### src/rtl/palette_color_mapper.sv
// Palette colour mapper: layer priority, writable RGB palette, blink, blank.
// Optional debug grid overlay: define COLOR_MAPPER_GRID_EN.
module palette_color_mapper #(
  parameter int              LAYERS        = 3,
  parameter int              IDX_W         = 4,
  parameter int              COLOR_W       = 8,
  parameter logic [23:0]     BG_COLOR      = 24'hFF5500,
  parameter logic [IDX_W-1:0] BLINK_IDX    = 4'hE,
  parameter logic [IDX_W-1:0] BLINK_ALT_IDX = 4'hF,
  parameter int              BLINK_FRAMES  = 16
) (
  input  logic                    Clk,
  input  logic                    Reset,
  input  logic                    frame_start,
  input  logic                    blank,
  input  logic [9:0]              draw_x,
  input  logic [9:0]              draw_y,
  input  logic [LAYERS*IDX_W-1:0] layer_idx,
  input  logic                    pal_we,
  input  logic [IDX_W-1:0]        pal_waddr,
  input  logic [3*COLOR_W-1:0]    pal_wdata,
  output logic [COLOR_W-1:0]      red,
  output logic [COLOR_W-1:0]      green,
  output logic [COLOR_W-1:0]      blue,
  output logic                    blink_phase
);

  localparam int DEPTH = 2**IDX_W;
  localparam int CNT_W = $clog2(BLINK_FRAMES) + 1;
  localparam logic [7:0] BG_R8 = BG_COLOR[23:16];
  localparam logic [7:0] BG_G8 = BG_COLOR[15:8];
  localparam logic [7:0] BG_B8 = BG_COLOR[7:0];
  localparam logic [COLOR_W-1:0] BG_R = COLOR_W'(BG_R8);
  localparam logic [COLOR_W-1:0] BG_G = COLOR_W'(BG_G8);
  localparam logic [COLOR_W-1:0] BG_B = COLOR_W'(BG_B8);
  localparam logic [3*COLOR_W-1:0] BG = {BG_R, BG_G, BG_B};
  localparam logic [CNT_W-1:0] CNT_LAST = CNT_W'(BLINK_FRAMES - 1);

  logic [3*COLOR_W-1:0] pal [DEPTH];
  logic [IDX_W-1:0]     sel;
  logic [CNT_W-1:0]     cnt;
  logic [3*COLOR_W-1:0] s1_color;
  logic                 s1_blank;

  // Palette storage; reads in the write cycle still see the old entry
  always_ff @(posedge Clk or posedge Reset) begin
    if (Reset) begin
      for (int i = 0; i < DEPTH; i++)
        pal[i] <= (i == 0) ? BG : '0;
    end else if (pal_we) begin
      pal[pal_waddr] <= pal_wdata;
    end
  end

  // Highest nonzero layer wins, then blink substitution
  always_comb begin
    sel = '0;
    for (int i = 0; i < LAYERS; i++)
      if (layer_idx[i*IDX_W +: IDX_W] != '0)
        sel = layer_idx[i*IDX_W +: IDX_W];
    if (blink_phase && sel == BLINK_IDX)
      sel = BLINK_ALT_IDX;
  end

  // Frame counter toggling the blink phase every BLINK_FRAMES frames
  always_ff @(posedge Clk or posedge Reset) begin
    if (Reset) begin
      cnt         <= '0;
      blink_phase <= 1'b0;
    end else if (frame_start) begin
      if (cnt == CNT_LAST) begin
        cnt         <= '0;
        blink_phase <= ~blink_phase;
      end else begin
        cnt <= cnt + CNT_W'(1);
      end
    end
  end

  // Stage 1: latch looked-up colour and blank
  always_ff @(posedge Clk or posedge Reset) begin
    if (Reset) begin
      s1_color <= '0;
      s1_blank <= 1'b0;
    end else begin
      s1_color <= pal[sel];
      s1_blank <= blank;
    end
  end

`ifdef COLOR_MAPPER_GRID_EN
  localparam logic [COLOR_W-1:0] GRID_C = {COLOR_W{1'b1}} >> 1;

  logic [9:0] s1_x;
  logic [9:0] s1_y;
  logic       on_grid;

  // Stage 1 coordinates for the grid overlay
  always_ff @(posedge Clk or posedge Reset) begin
    if (Reset) begin
      s1_x <= '0;
      s1_y <= '0;
    end else begin
      s1_x <= draw_x;
      s1_y <= draw_y;
    end
  end

  assign on_grid = (s1_x[3:0] == 4'd0) || (s1_y[3:0] == 4'd0);

  // Stage 2: blanking over grid over palette colour
  always_ff @(posedge Clk or posedge Reset) begin
    if (Reset) begin
      {red, green, blue} <= '0;
    end else if (!s1_blank) begin
      {red, green, blue} <= '0;
    end else if (on_grid) begin
      {red, green, blue} <= {GRID_C, GRID_C, GRID_C};
    end else begin
      {red, green, blue} <= s1_color;
    end
  end
`else
  wire unused_coords = ^{draw_x, draw_y};

  // Stage 2: blanking over palette colour
  always_ff @(posedge Clk or posedge Reset) begin
    if (Reset) begin
      {red, green, blue} <= '0;
    end else if (!s1_blank) begin
      {red, green, blue} <= '0;
    end else begin
      {red, green, blue} <= s1_color;
    end
  end
`endif

endmodule

### config.mk
export PLATFORM = sky130hd
export DESIGN_NAME = palette_color_mapper
export DESIGN_NICKNAME = d
export VERILOG_FILES = /design/src/rtl/palette_color_mapper.sv
export SDC_FILE = /design/constraint.sdc
export NUM_CORES = 1
export LEC_CHECK = 0
export CAP_MARGIN = 20
export CORE_ASPECT_RATIO = 1.1
export CORE_UTILIZATION = 35
export DETAILED_ROUTE_END_ITERATION = 6
export GPL_TIMING_DRIVEN = 1
export HOLD_SLACK_MARGIN = 0.02
export MAX_ROUTING_LAYER = met4
export PLACE_DENSITY = 0.61
export REMOVE_ABC_BUFFERS = 1
export SLEW_MARGIN = 15
export SYNTH_ARGS = -nofsm -noshare
export SYNTH_HDL_FRONTEND = slang
export SYNTH_SLANG_ARGS = --single-unit
### constraint.sdc
create_clock -name Clk -period 14.31 [get_ports Clk]
set_input_delay 2.862 -clock Clk [delete_from_list [all_inputs] [get_ports Clk]]
set_output_delay 2.862 -clock Clk [all_outputs]
set_load 0.005 [all_outputs]
==> out/qor.txt <==
Mapped Area: 19000 µm²
Max clock buf depth: 3
TritonRoute pass-1 iters: 5
Sink Count: 439
met1 global-route usage: 0.240
Arrival @ worst endpoint: 6.85 ns
Core Area: 53700 µm²
slowest stage cell, crit path: buf_4
# DRC: 0
worst hold slack: 0.454 ns
P_int: 2.57 mW
met3 usage: 0.0233
reg2reg setup slack: 10.98 ns
Initial Util: 0.355
Max Clk Rate: 156 MHz
combinational share of power: 0.161
Synth top area share: 0.561
CP bufs+invs: 3
Distinct cells, synth: 41
reg2reg start: blink_phase
Slew Limit Fails: 0
CTS Buf Count: 45
Vias/cell: 5.32
sequential area share after synthesis: 0.577
Routability Congestion: 0.721
RSZ-0062 raised after global routing: no
setup bufs post-CTS: 0
GRT busiest layer: met2
I/O pins: 90
synthesis-to-layout area growth: 16.1%
P per Cell Area: 154 nW/µm²
post-layout instance area: 22100 µm²
Data required, critical path: 14.74 ns
max_cap viols: 0
first-pass GRT wire length: 72400 µm
Least-Margin Pin Slew: 1.12 ns
asr flop ratio synth: 1.00
GR Util All Layers: 0.175
synth warn: 0
Worst Hold Depth: 1
H-tree depth: 2
std cell rows: 89
Pleak: 9.47 nW
Clock Latency Late Sink: 0.56 ns
Main synth FF type: dfrtp_1
Net Switching: 0.847 mW
nets@finish: 1457
Die X: 224 µm
placed cell area: 20500 µm²
Hold Path Class: flop to flop
R2R depth: 7
met2 usage: 0.274
DRT antenna net count: 0
final hold viol count: 0
Yosys top cell by area: dfrtp_1
Most Frequent Cell on Critical Path: buf_4
Post-synth EDFFs: 0
total gr overflow: 0
Sw Share: 0.248
Worst Setup SP: layer_idx[5]
layout cells sized above 1: 0.363
Max Fanout on Critical Path: 49
Tmin final: 6.42 ns
CTS tree: built
count of hold-fix buffers inserted at cts: 0
Avg WL per Cell: 21.2 µm
Setup Crit Path Kind: primary input to flop
Die Area: 55400 µm²
Clock Pin Slew Worst Setup and Hold Paths: 0.06 ns
via count: 11500
Avg Cell Area, Syn: 14.0 µm²
Syn Inst Count: 1364
Max rail drop VDD: 0.0885 mV
CP max stage delay: 0.85 ns
synthesized flop and latch total: 439
hold wc startpoint: s1_color[3]
post-place setup slack: 7.36 ns
largest net degree at the start of global routing: 130
Setup Skew: 0.0126 ns
Worst Hold End: blue[3]
final setup violation count: 0
CP Cell Sequence: clkdlybuf4s50_1, nor4b_1, or3_4, nand2_1, o221ai_4, buf_4, buf_4, mux2i_1, o22ai_1, or3_1
dpl hpwl: 24700 µm
Final Core Density: 0.412
number of global-route vias before repair: 12200
Routed WL: 45800 µm
most common cell after layout, fill and taps aside: dfrtp_1
initial antenna violation count: 1
Die H: 247 µm
Clock Tree Root: clkbuf_16
Synth area leaders: dfrtp_1 (56%), mux2_2 (23%), mux2i_1 (5.0%)
Iteration-0 DRC Markers: 819
Crit path max-delay family: buffers and inverters
Port Buf Inserts: 69
slew margin rel.: 0.254
final period utilization: 0.449
R2R Path End: s1_color[10]
most frequent cells in the layout: dfrtp_1 (427), mux2_2 (384), mux2i_1 (96), a22oi_1 (96), clkdlybuf4s50_1 (69)
CP Launch Type: primary input
status: finished clean
Crit. End Element: flop
sequential power share: 0.489
# resized after CTS: 0
worst setup margin: 7.89 ns
clock group share of total power: 0.350
## metal layers
layer / up-vias / wire, µm
met5: - / 0
met4: 0 / 884
met3: 62 / 1840
met2: 238 / 21600
met1: 6052 / 21500
li1: 5104 / -
## registers in the layout (all words and copies together), names as in the netlist
name and flops:
green 8, blue 8, s1_blank 1, blink_phase 1, cnt 5, s1_color 24
red 8, pal 384
## how the worst max path moves through the flow
stage / to / slack, ns / cells past startpoint
2_1_floorplan: blink_phase / -0.76 / 1
3_3_place_gp: s1_color[10] / 7.36 / 10
3_5_place_dp: s1_color[10] / 7.36 / 9
4_1_cts: s1_color[10] / 7.93 / 9
5_1_grt: s1_color[16] / 7.68 / 9
6_report: s1_color[10] / 7.89 / 10
## logic make-up after synthesis
kind of cell    Yosys count  share of synthesized area
mux                     480                      0.277
flops                   439                      0.577
compound gates          211                     0.0824
buf+inv                 124                     0.0279
simple gates            107                     0.0332
xor+xnor                  2                   0.000920
fa+ha+maj                 1                   0.000657
## cell usage after synthesis (all sizes together) (8+ instances only)
library cell    n
a22oi          96
and2           25
buf            23
clkbuf         95
dfrtp         427
dfstp          12
mux2          384
mux2i          96
nand2           9
nand2b          8
nor2           16
o221ai         25
o22a           24
o22ai          50
or3            29
## power by group through the flow
stage / logic, mW / registers [mW] / clock network [mW]
after floorplan: 0.423 / 1.66 / 0
after global placement: 0.535 / 1.67 / 0
after detailed placement: 0.554 / 1.69 / 0
after CTS: 0.556 / 1.67 / 1.23
after global routing: 0.609 / 1.71 / 1.27
final: 0.550 / 1.67 / 1.19
## final cells by class
cell class              instances  area [µm²]
well taps                     728         911
clock inverters                14         175
inverters                       6        30.0
multi-input cells             801        7640
clock buffers                  67        1330
fillers                      5009       31600
repair buffers                 98        1030
diodes                          1        2.50
flip-flops and latches        439       11000
## through the flow
step                      setup TNS [ns]  instances  power (mW)
after CTS                              0       2149        3.45
after detailed placement               0       2068        2.25
after global routing                   0       2154        3.59
final                                  0       2154        3.42
after floorplan                  -325.50       1246        2.08
after global placement                 0       2066        2.21
(Power assumes the default switching activity.)
